<file path="src/rtl/pcie_scr_pkg.sv">
// Shared constants and the 8-bit LFSR step for the PCIe Gen1/Gen2 TX scrambler.
// The polynomial is X^16+X^5+X^4+X^3+1 in Galois form, shifted LSB-first.
package pcie_scr_pkg;

   localparam logic [15:0] SCR_SEED = 16'hFFFF;
   localparam logic [15:0] SCR_POLY = 16'h0039;
   localparam logic [7:0]  K_COM    = 8'hBC;
   localparam logic [7:0]  K_SKP    = 8'h1C;

   // Returns {next_lfsr, key[7:0]}; key bit k is lfsr[15] before the k-th shift.
   function automatic logic [23:0] scr_advance8(input logic [15:0] lfsr);
      logic [15:0] s;
      logic [7:0]  key;
      s   = lfsr;
      key = '0;
      for (int k = 0; k < 8; k++) begin
         key[k] = s[15];
         s      = {s[14:0], 1'b0} ^ (s[15] ? SCR_POLY : 16'h0000);
      end
      return {s, key};
   endfunction

endpackage

</file>
<file path="src/rtl/pcie_scr_symbol.sv">
// One symbol slice of the scrambler: applies COM reseed, SKP hold, K/TS/disable
// bypass and hands the resulting LFSR state on to the next symbol in the lane.
module pcie_scr_symbol
   import pcie_scr_pkg::*;
(
   input  logic [15:0] lfsr_in,
   input  logic [7:0]  data,
   input  logic        k,
   input  logic        ts,
   input  logic        en,
   output logic [7:0]  data_out,
   output logic [15:0] lfsr_out
);

   logic [23:0] adv;

   assign adv = scr_advance8(lfsr_in);

   always_comb begin
      data_out = data;
      lfsr_out = adv[23:8];
      if (k && data == K_COM) begin
         lfsr_out = SCR_SEED;
      end else if (k && data == K_SKP) begin
         lfsr_out = lfsr_in;
      end else if (!k && !ts && en) begin
         data_out = data ^ adv[7:0];
      end
   end

endmodule

</file>
<file path="src/rtl/pcie_multilane_scrambler.sv">
// Multi-lane PCIe TX scrambler: per-lane LFSR chained across the beat's symbols,
// followed by a single registered valid/ready output stage.
module pcie_multilane_scrambler
   import pcie_scr_pkg::*;
#(
   parameter int LANES = 1,
   parameter int BYTES = 4
) (
   input  logic                     clk_i,
   input  logic                     rst_i,
   input  logic                     in_valid_i,
   output logic                     in_ready_o,
   input  logic [LANES*BYTES*8-1:0] data_i,
   input  logic [LANES*BYTES-1:0]   datak_i,
   input  logic [LANES*BYTES-1:0]   ts_i,
   input  logic                     scramble_en_i,
   input  logic                     lfsr_init_i,
   output logic                     out_valid_o,
   input  logic                     out_ready_i,
   output logic [LANES*BYTES*8-1:0] data_o,
   output logic [LANES*BYTES-1:0]   datak_o
);

   logic [15:0]              lfsr_q [LANES];
   logic [15:0]              chain  [LANES][BYTES+1];
   logic [LANES*BYTES*8-1:0] scr_data;
   logic                     fire_in;
   logic                     fire_out;

   // A reseed cycle refuses input so no beat is scrambled with a half-updated state.
   assign in_ready_o = (~out_valid_o | out_ready_i) & ~lfsr_init_i;
   assign fire_in    = in_valid_i & in_ready_o;
   assign fire_out   = out_valid_o & out_ready_i;

   for (genvar l = 0; l < LANES; l++) begin : g_lane
      assign chain[l][0] = lfsr_q[l];
      for (genvar b = 0; b < BYTES; b++) begin : g_sym
         localparam int S = l * BYTES + b;
         pcie_scr_symbol u_sym (
            .lfsr_in  (chain[l][b]),
            .data     (data_i[S*8 +: 8]),
            .k        (datak_i[S]),
            .ts       (ts_i[S]),
            .en       (scramble_en_i),
            .data_out (scr_data[S*8 +: 8]),
            .lfsr_out (chain[l][b+1])
         );
      end
   end

   always_ff @(posedge clk_i or posedge rst_i) begin
      if (rst_i) begin
         out_valid_o <= 1'b0;
         data_o      <= '0;
         datak_o     <= '0;
         for (int l = 0; l < LANES; l++) lfsr_q[l] <= SCR_SEED;
      end else begin
         if (lfsr_init_i) begin
            for (int l = 0; l < LANES; l++) lfsr_q[l] <= SCR_SEED;
         end else if (fire_in) begin
            for (int l = 0; l < LANES; l++) lfsr_q[l] <= chain[l][BYTES];
         end
         if (fire_in) begin
            out_valid_o <= 1'b1;
            data_o      <= scr_data;
            datak_o     <= datak_i;
         end else if (fire_out) begin
            out_valid_o <= 1'b0;
         end
      end
   end

endmodule

</file>
<file path="config.mk">
export PLATFORM = sky130hd
export DESIGN_NAME = pcie_multilane_scrambler
export DESIGN_NICKNAME = d
export VERILOG_FILES = /design/src/rtl/pcie_scr_pkg.sv /design/src/rtl/pcie_scr_symbol.sv /design/src/rtl/pcie_multilane_scrambler.sv
export SDC_FILE = /design/constraint.sdc
export NUM_CORES = 1
export LEC_CHECK = 0
export CAP_MARGIN = 15
export CORE_ASPECT_RATIO = 0.6
export CORE_MARGIN = 2
export CORE_UTILIZATION = 60
export CTS_BUF_LIST = sky130_fd_sc_hd__clkbuf_8
export CTS_CLUSTER_DIAMETER = 120
export DETAILED_ROUTE_END_ITERATION = 10
export PLACE_DENSITY_LB_ADDON = 0.08
export SLEW_MARGIN = 20
export SYNTH_ARGS = -nofsm -noshare
export SYNTH_HDL_FRONTEND = slang
export SYNTH_SLANG_ARGS = --single-unit
</file>
<file path="constraint.sdc">
create_clock -name clk_i -period 9.85 [get_ports clk_i]
set_clock_uncertainty 0.2 [all_clocks]
set_input_delay 0.985 -clock clk_i [delete_from_list [all_inputs] [get_ports clk_i]]
set_output_delay 0.985 -clock clk_i [all_outputs]
set_load 0.01 [all_outputs]
</file>
==> results.yml, run 1 <==
detailed_routing:
  wl_met3_um: 2139
  met1Wirelength_um: 6756
  first_iter_violations: 885
  drt-total-wl_um: 16480
  top_layer: "met5"
  routed_via_density: 6.751
  drc: 0
  drtAntennaViolNets: 0
  vias: 5171
  post_drt_wl_per_cell_um: 21.52
  dr.pass1.iters: 6
  wl_met2_um: 7123
place:
  io_buffer_count: 83
  dp_hpwl_um: 12520
  place_congestion: 1.062
floorplanning:
  initial_utilization_pct: 62.48
  dieHeight_um: 74.60
  rows: 25
  die_w_um: 121.7
  die-area_mm2: 0.009075
  ioPinCount: 84
  coreArea_mm2: 0.007976
clocking:
  clock_sink_count: 53
  path_clk_slew_ns: 0.10
  cts_resized: 0
  clk_latency_ns: 0.32
  cts_tree: "yes"
  clockBufferDepth: 2
  cts_root_buffer: "clkbuf_8"
  cts_setup_buffers: 0
  cts_made_buffers: 5
  htree_num_levels: 2
  cts_hold_buf: 0
logic_synthesis:
  seq_area_frac_synth_pct: 27.01
  synth_ff_type: "dfrtp_1"
  synth.cell_area_mm2: 0.004984
  synth.avg_cell_area_um2: 8.224
  ys_ff_latch: 53
  syn-num-nets: 652
  synth_cell_types: 77
  ys_warn_count: 0
  async_flop_share_pct: 100.0
  synth-edff-count: 0
  netlist_instances: 606
worst_setup_path:
  path_class: "in -> reg"
  crit_fanout: 17
  rr_worst_depth: 10
  required_ns: 9.91
  end_kind: "register"
  start_kind: "input pin"
  cp_data_arrival_time_ns: 5.31
sta:
  min_period_ns: 5.252
  final-hold-violation-count: 0
  clock.fmax_mhz: 190.4
  rsz0062_at_grt: "false"
  slew_violations: 0
  fin_crit_sh_pct: 53.32
  setup_viol: 0
  tightest_slew_ns: 1.049
  relSlewSlack_pct: 29.89
  finalSetupTns_ns: 0
finish:
  final_common_cell: "nand2_1"
  regArea_mm2: 0.001346
  areaGrowthSynthToFinish_pct: 17.88
  multi_input_area_mm2: 0.003441
  final_nets: 703
  final_cell_mix: "nand2_1 (85), clkdlybuf4s50_1 (83), nor2_1 (53)"
  num-fill-cells: 577
  diodes: 0
  drive_above_1_share_pct: 8.967
global_route:
  track_usage_pct: 36.90
  grt-ovfl-total: 0
  grt_pass1_vias: 4797
  grt_max_degree: 73
  antenna_found_initial: 0
  grt_pass1_wl_um: 25230
status:
  status: "completed"
min_path:
  hold_path_class: "reg -> reg"
  hold_depth: 2
flow_run:
  maxCapViolCount: 0
==> Yosys cell counts (all sizes together) (4+ instances only) <==
| cell | number | area share (%) |
|---|---|---|
| nand2 | 86 | 6.5 |
| nor2 | 54 | 4.1 |
| o21ai | 47 | 4.7 |
| xnor2 | 47 | 8.4 |
| a21oi | 37 | 4.2 |
| dfrtp | 37 | 19 |
| xor2 | 34 | 6.0 |
| clkbuf | 28 | 2.1 |
| nor3 | 18 | 2.0 |
| dfstp | 16 | 8.4 |
| nor4 | 15 | 2.4 |
| buf | 13 | 1.4 |
| a31oi | 12 | 1.5 |
| o22ai | 12 | 1.6 |
| xnor3 | 10 | 4.5 |
| and2 | 8 | 1.0 |
| o31ai | 8 | 1.3 |
| nand2b | 7 | 0.88 |
| nand3 | 7 | 0.70 |
| a211oi | 6 | 0.90 |
| inv | 6 | 0.45 |
| nor3b | 6 | 1.0 |
| o32a | 6 | 1.2 |
| and3 | 5 | 0.63 |
| o211ai | 5 | 0.85 |
| o21a | 5 | 0.75 |
| or3 | 5 | 0.63 |
| a211o | 4 | 0.70 |
| a21o | 4 | 0.60 |
| a31o | 4 | 0.70 |
| mux2 | 4 | 0.90 |
| or2 | 4 | 0.50 |
==> area by class of cell <==
cell class	instances	share of cell area [%]
Clock buffer	5	1.171
Tap cell	108	2.300
Sequential cell	53	22.92
Multi-Input combinational cell	506	58.57
Clock inverter	3	0.2343
Timing Repair Buffer	85	14.40
Inverter	6	0.4047
==> critical path, stage by stage <==
cell             delay [ns]
clkdlybuf4s50_1        0.54
nor3b_2                0.76
nand2_1                0.43
o32a_1                 0.52
and3_1                 0.23
nor4_1                 0.46
nor4_1                 0.13
o211ai_2               0.35
and2_1                 0.32
xnor3_1                0.35
o221a_1                0.22
==> layer usage <==
metal	track usage, %	vias to the layer above
met2	57.99	375
met1	49.71	2445
met4	11.49	2
met3	10.66	58
li1	-	2291
met5	3.646	-
==> path summary, 6_finish.rpt <==
check | start | slack [ns] | endpoint
worst max-delay path | datak_i[0] | 4.60 | lfsr_q[7]
worst min-delay path | data_o[20] | 0.29 | data_o[20]
worst max register to register | lfsr_q[12] | 5.79 | lfsr_q[6]
worst min register to register | data_o[20] | 0.29 | data_o[20]
max in group asynchronous | rst_i | 7.96 | data_o[28]
min in group asynchronous | rst_i | 0.94 | data_o[7]
==> registers in the layout (all words and copies together), names as in the netlist <==
name         flops
out_valid_o      1
lfsr_q          16
datak_o          4
data_o          32
==> cells by family (layout without fill, tap and decap cells) <==
logic type,Yosys count,in the layout,share of synthesized area [%]
AND/OR/NAND/NOR,230,230,23.00
AO/OA/AOI/OAI,177,177,24.83
XOR/XNOR,93,93,19.86
flip-flops,53,53,27.01
buffers and inverters,47,99,3.992
multiplexers,6,6,1.306
==> stage by stage <==
step / instances / hold WS (ns) / setup WS, ns / instance area, um2 / util (%)
6_report: 766 / 0.2892 / 4.598 / 5874 / 73.65
5_1_grt: 766 / 0.3128 / 4.356 / 5874 / 73.65
4_1_cts: 766 / 0.2915 / 4.718 / 5873 / 73.63
3_5_place_dp: 758 / 0.2702 / 4.389 / 5791 / 72.60
3_3_place_gp: 758 / 0.2621 / 4.492 / 5791 / 72.60
2_1_floorplan: 606 / 0.2945 / 5.744 / 4984 / -
Power of run 1 is not shown: default switching activity piles up to over one toggle a cycle in this logic, so the estimate is an artifact.
==> run 2: changes to the inputs <==
- CORE_UTILIZATION: 60 -> 56
- clock period: 9.85 -> 4.86 ns (I/O delays scaled with it)
==> run 2 against run 1 <==
Against the previous run: hold slack worse by 0.0042 ns; critical endpoint is now lfsr_q[5]; wire length is 3.3% higher; cell count is 2.6% higher.
==> results.yml, run 2 (same netlist as run 1, synthesis figures left out) <==
status:
  status: "completed"
place:
  place_congestion: 1.025
  dp_hpwl_um: 13200
  place_ws_ns: 0.2646
  dpl_cell_area_mm2: 0.005916
  io_buffer_count: 83
  dp.cells: 778
finish:
  reg_top3: "data_o x32, lfsr_q x16, datak_o x4"
  instances_no_fill: 786
  drive_above_1_share_pct: 11.42
  areaGrowthSynthToFinish_pct: 20.54
  final_area_mm2: 0.006007
  final_nets: 719
  final_common_cell: "nand2_1"
  largest_register: "data_o"
  largest_register_ffs: 32
  final_cell_mix: "nand2_1 (85), clkdlybuf4s50_1 (83), nor2_1 (53)"
  diodes: 0
clocking:
  clk_latency_ns: 0.32
  cts_root_buffer: "clkbuf_8"
  clockBufferDepth: 2
  cts_setup_buffers: 0
  clock_sink_count: 53
  cts_hold_buf: 0
  cts_resized: 0
  cts_tree: "yes"
  htree_num_levels: 2
  cts_made_buffers: 5
  path_clk_slew_ns: 0.10
global_route:
  antenna_found_initial: 1
  grt_max_degree: 71
  track_usage_pct: 35.36
  grt_pass1_wl_um: 26730
  grt_pass1_vias: 4866
  grt-ovfl-total: 0
detailed_routing:
  drt-total-wl_um: 17040
  post_drt_wl_per_cell_um: 21.67
  vias: 5156
  routed_via_density: 6.560
  first_iter_violations: 619
  drc: 0
  dr.pass1.iters: 6
  drtAntennaViolNets: 0
sta:
  slew_violations: 0
  setup_viol: 0
  min_period_ns: 4.494
  final-hold-violation-count: 0
  setup_ws_ns: 0.3661
  clock.fmax_mhz: 222.5
  relSlewSlack_pct: 24.88
  finalSetupTns_ns: 0
  tightest_slew_ns: 1.124
  rsz0062_at_grt: "false"
  fin_crit_sh_pct: 92.47
worst_setup_path:
  cpPeakStageDelay_ns: 0.69
  start_kind: "input pin"
  path_class: "in -> reg"
  crit_fanout: 10
  crit_top_cell: "a211oi_1"
  required_ns: 4.88
  regToRegSetupSlack_ns: 0.88
  cp_data_arrival_time_ns: 4.52
  cp_slowest_cell: "o31ai_1"
  timing.rr.end: "lfsr_q[5]"
  path_cells: "clkdlybuf4s50_1, or3b_1, o32a_1, a211oi_1, a2111oi_1, buf_4, o31ai_1, nand2b_1, o31ai_2, nor2_2, xnor3_1, a211oi_1"
  r2r-start: "lfsr_q[12]"
  rr_worst_depth: 10
  end_kind: "register"
min_path:
  hold_path_class: "reg -> reg"
  min_from: "data_o[16]"
  hold_depth: 2
  min_to: "data_o[16]"
floorplanning:
  coreArea_mm2: 0.008588
  die_w_um: 125.8
  ioPinCount: 84
  dieHeight_um: 77.07
  initial_utilization_pct: 58.03
  die-area_mm2: 0.009694
  rows: 26
flow_run:
  maxCapViolCount: 0
[run 2: changes by cell type in the layout (fill, tap and decap cells not counted), sizes merged]
cell | before | now
buf | 2 | 18
inv | 8 | 6
clkinv | 1 | 2
clkinvlp | 0 | 1
[run 2: stage by stage]
step	util, %	hold WS [ns]
5_1_grt	69.94	0.3143
3_3_place_gp	68.88	0.2624
6_report	69.94	0.2849
4_1_cts	69.93	0.2900
2_1_floorplan	-	0.2945
3_5_place_dp	68.88	0.2691
[run 2: cell type report]
type	count	area (um2)
tap	112	140.1
clock buffer	5	68.82
inverter	6	23.77
multi-input combinational	506	3441
fill	699	2581
clock inverter	3	21.27
timing repair buffer	101	965.9
sequential	53	1346
[run 2: worst max-delay path by stage]
stage	slack [ns]	from	cells after the start	endpoint
after floorplan	1.25	data_i[9]	11	lfsr_q[6]
after global placement	0.31	data_i[3]	11	lfsr_q[7]
after detailed placement	0.26	datak_i[0]	12	lfsr_q[5]
after CTS	0.54	datak_i[0]	12	lfsr_q[5]
after global routing	0.24	datak_i[0]	12	lfsr_q[5]
final	0.37	datak_i[0]	12	lfsr_q[5]
[run 2: worst max-delay path: cells and delay by family]
kind,cells,cell delay (ns)
AOI/OAI and AO/OA,6,2.00
buffers and inverters,2,0.67
and+or+nand+nor,3,1.01
xor gates and xnor gates,1,0.34
[run 2: per-layer routing]
metal / up-vias / global-route usage, % / part of all wire, %
met3: 43 / 11.30 / 14
li1: 2318 / - / -
met4: 2 / 8.242 / 2.2
met2: 330 / 53.35 / 43
met1: 2463 / 49.71 / 41
met5: - / 0 / 0.070
Power of run 2 is left out for the same reason.
==> run 3: changes to the inputs <==
- CORE_UTILIZATION: 56 -> 45
==> run 3 against run 2 <==
Against the previous run: cell count up 4.1%; critical path depth shrank 1; clock-buffer cell count unchanged; setup slack gained 0.026 ns; critical path type unchanged.
==> results.yml, run 3 (same netlist as run 1, synthesis figures left out) <==
clocking:
  cts_resized: 0
  cts_root_buffer: "clkbuf_8"
  path_clk_slew_ns: 0.10
  htree_num_levels: 2
  cts_tree: "yes"
  cts_hold_buf: 0
  cts_setup_buffers: 0
  cts_made_buffers: 5
  clockBufferDepth: 2
  clock_sink_count: 53
  clk_latency_ns: 0.31
floorplanning:
  initial_utilization_pct: 46.72
  die_w_um: 139.9
  coreArea_mm2: 0.01067
  die-area_mm2: 0.01196
  rows: 29
  dieHeight_um: 85.52
  ioPinCount: 84
power_and_ir_drop:
  p_seq_share_pct: 12.6
  netSwitchingFraction_pct: 48.02
  power_density_mw_per_mm2: 1003
  pwr-share-clk_pct: 4.2
  p_int_mw: 3.166
  peakVddDrop_mv: 0.9602
  power_frac_comb_pct: 83.2
  p_sw_mw: 2.925
  leakagePower_nw: 2.375
detailed_routing:
  dr.pass1.iters: 5
  post_drt_wl_per_cell_um: 21.56
  routed_via_density: 6.182
  drtAntennaViolNets: 0
  drt-total-wl_um: 17630
  first_iter_violations: 499
  drc: 0
  vias: 5057
place:
  dp.cells: 810
  place_ws_ns: 0.1968
  dp_hpwl_um: 13800
  io_buffer_count: 83
  place_congestion: 0.9845
sta:
  setup_viol: 0
  rsz0062_at_grt: "false"
  tightest_slew_ns: 0.9860
  slew_violations: 0
  relSlewSlack_pct: 34.12
  holdWs_ns: 0.2871
  finalSetupTns_ns: 0
  min_period_ns: 4.468
  setup_ws_ns: 0.3924
  clock.fmax_mhz: 223.8
  fin_crit_sh_pct: 91.93
  final-hold-violation-count: 0
worst_setup_path:
  critical-path-top-delay-family: "compound AO/OA/AOI/OAI gates"
  end_kind: "register"
  path_cells: "clkdlybuf4s50_1, and4b_1, nand2_1, o32a_1, and3_1, o211a_1, o31a_1, o211ai_2, and2_1, xnor3_1, o221a_1"
  crit_fanout: 17
  cp_slowest_cell: "and4b_1"
  start_kind: "input pin"
  cp_data_arrival_time_ns: 4.51
  cpPeakStageDelay_ns: 0.63
  required_ns: 4.91
  r2r-start: "lfsr_q[8]"
  crit_start: "data_i[2]"
  cp_num_buf_inv: 1
  path_class: "in -> reg"
finish:
  final_nets: 724
  final_cell_mix: "nand2_1 (85), clkdlybuf4s50_1 (83), nor2_1 (53)"
  final_common_cell: "nand2_1"
  drive_above_1_share_pct: 11.78
  num-fill-cells: 982
  instances_no_fill: 818
  largest_register_ffs: 32
  reg_top3: "data_o x32, lfsr_q x16, datak_o x4"
  areaGrowthSynthToFinish_pct: 21.82
  largest_register: "data_o"
  diodes: 0
min_path:
  hold_path_class: "reg -> reg"
  min_from: "data_o[24]"
global_route:
  grt_pass1_wl_um: 27110
  grt-ovfl-total: 0
  antenna_found_initial: 0
  grt_pass1_vias: 4633
  track_usage_pct: 29.30
  grt_max_degree: 54
flow_run:
  maxCapViolCount: 0
status:
  status: "completed"
-- run 3: cell types whose count changed in the layout (fill, tap and decap cells not counted), sizes merged --
cell,before,now
buf,18,23
inv,6,8
clkinv,2,0
-- run 3: worst paths after layout --
check                             end  slack [ns]  depth (start not counted)
min in group asynchronous   data_o[3]        0.46                          3
min reg2reg                data_o[24]        0.29                          2
max in group asynchronous  datak_o[3]        3.51                          3
max reg2reg                 lfsr_q[4]        0.98                         10
min                        data_o[24]        0.29                          2
max                         lfsr_q[7]        0.39                         11
-- run 3: tightest hold or removal path, stage by stage (launching register included) --
cell and delay, ns:
dfrtp_1 0.36, nand2_1 0.04, o21ai_0 0.06
-- run 3: power by group through the flow --
stage | sequential (mW) | clock (mW) | combinational, mW
6_report | 0.770 | 0.255 | 5.07
5_1_grt | 0.784 | 0.277 | 5.40
4_1_cts | 0.765 | 0.261 | 4.97
3_5_place_dp | 0.773 | 0 | 4.93
3_3_place_gp | 0.776 | 0 | 4.92
2_1_floorplan | 0.705 | 0 | 3.73
-- run 3: stage by stage --
stage / power [mW] / instance area, um2 / utilization, %
floorplan: 4.435 / 4984 / -
CTS: 5.994 / 6071 / 56.91
detailed placement: 5.706 / 5987 / 56.12
finish: 6.090 / 6071 / 56.91
global route: 6.456 / 6071 / 56.91
global placement: 5.700 / 5987 / 56.12
-- run 3: cell type report --
| cell class | instances | area [um2] | area share, % |
|---|---|---|---|
| sequential | 53 | 1346 | 22.18 |
| inverter | 6 | 22.52 | 0.3710 |
| clock inverter | 3 | 15.01 | 0.2473 |
| clock buffer | 5 | 68.82 | 1.134 |
| timing repair buffer | 106 | 1003 | 16.53 |
| multi-input combinational | 506 | 3441 | 56.68 |
| tap | 139 | 173.9 | 2.865 |
-- run 3: metal layers --
| metal | vias to the layer above | GRT usage [%] | part of all wire (%) |
|---|---|---|---|
| met3 | 12 | 6.477 | 11 |
| met4 | 0 | 4.000 | 0.74 |
| li1 | 2331 | - | - |
| met1 | 2444 | 45.43 | 48 |
| met5 | - | 0 | 0 |
| met2 | 270 | 42.66 | 41 |
(Power assumes the default switching activity.)
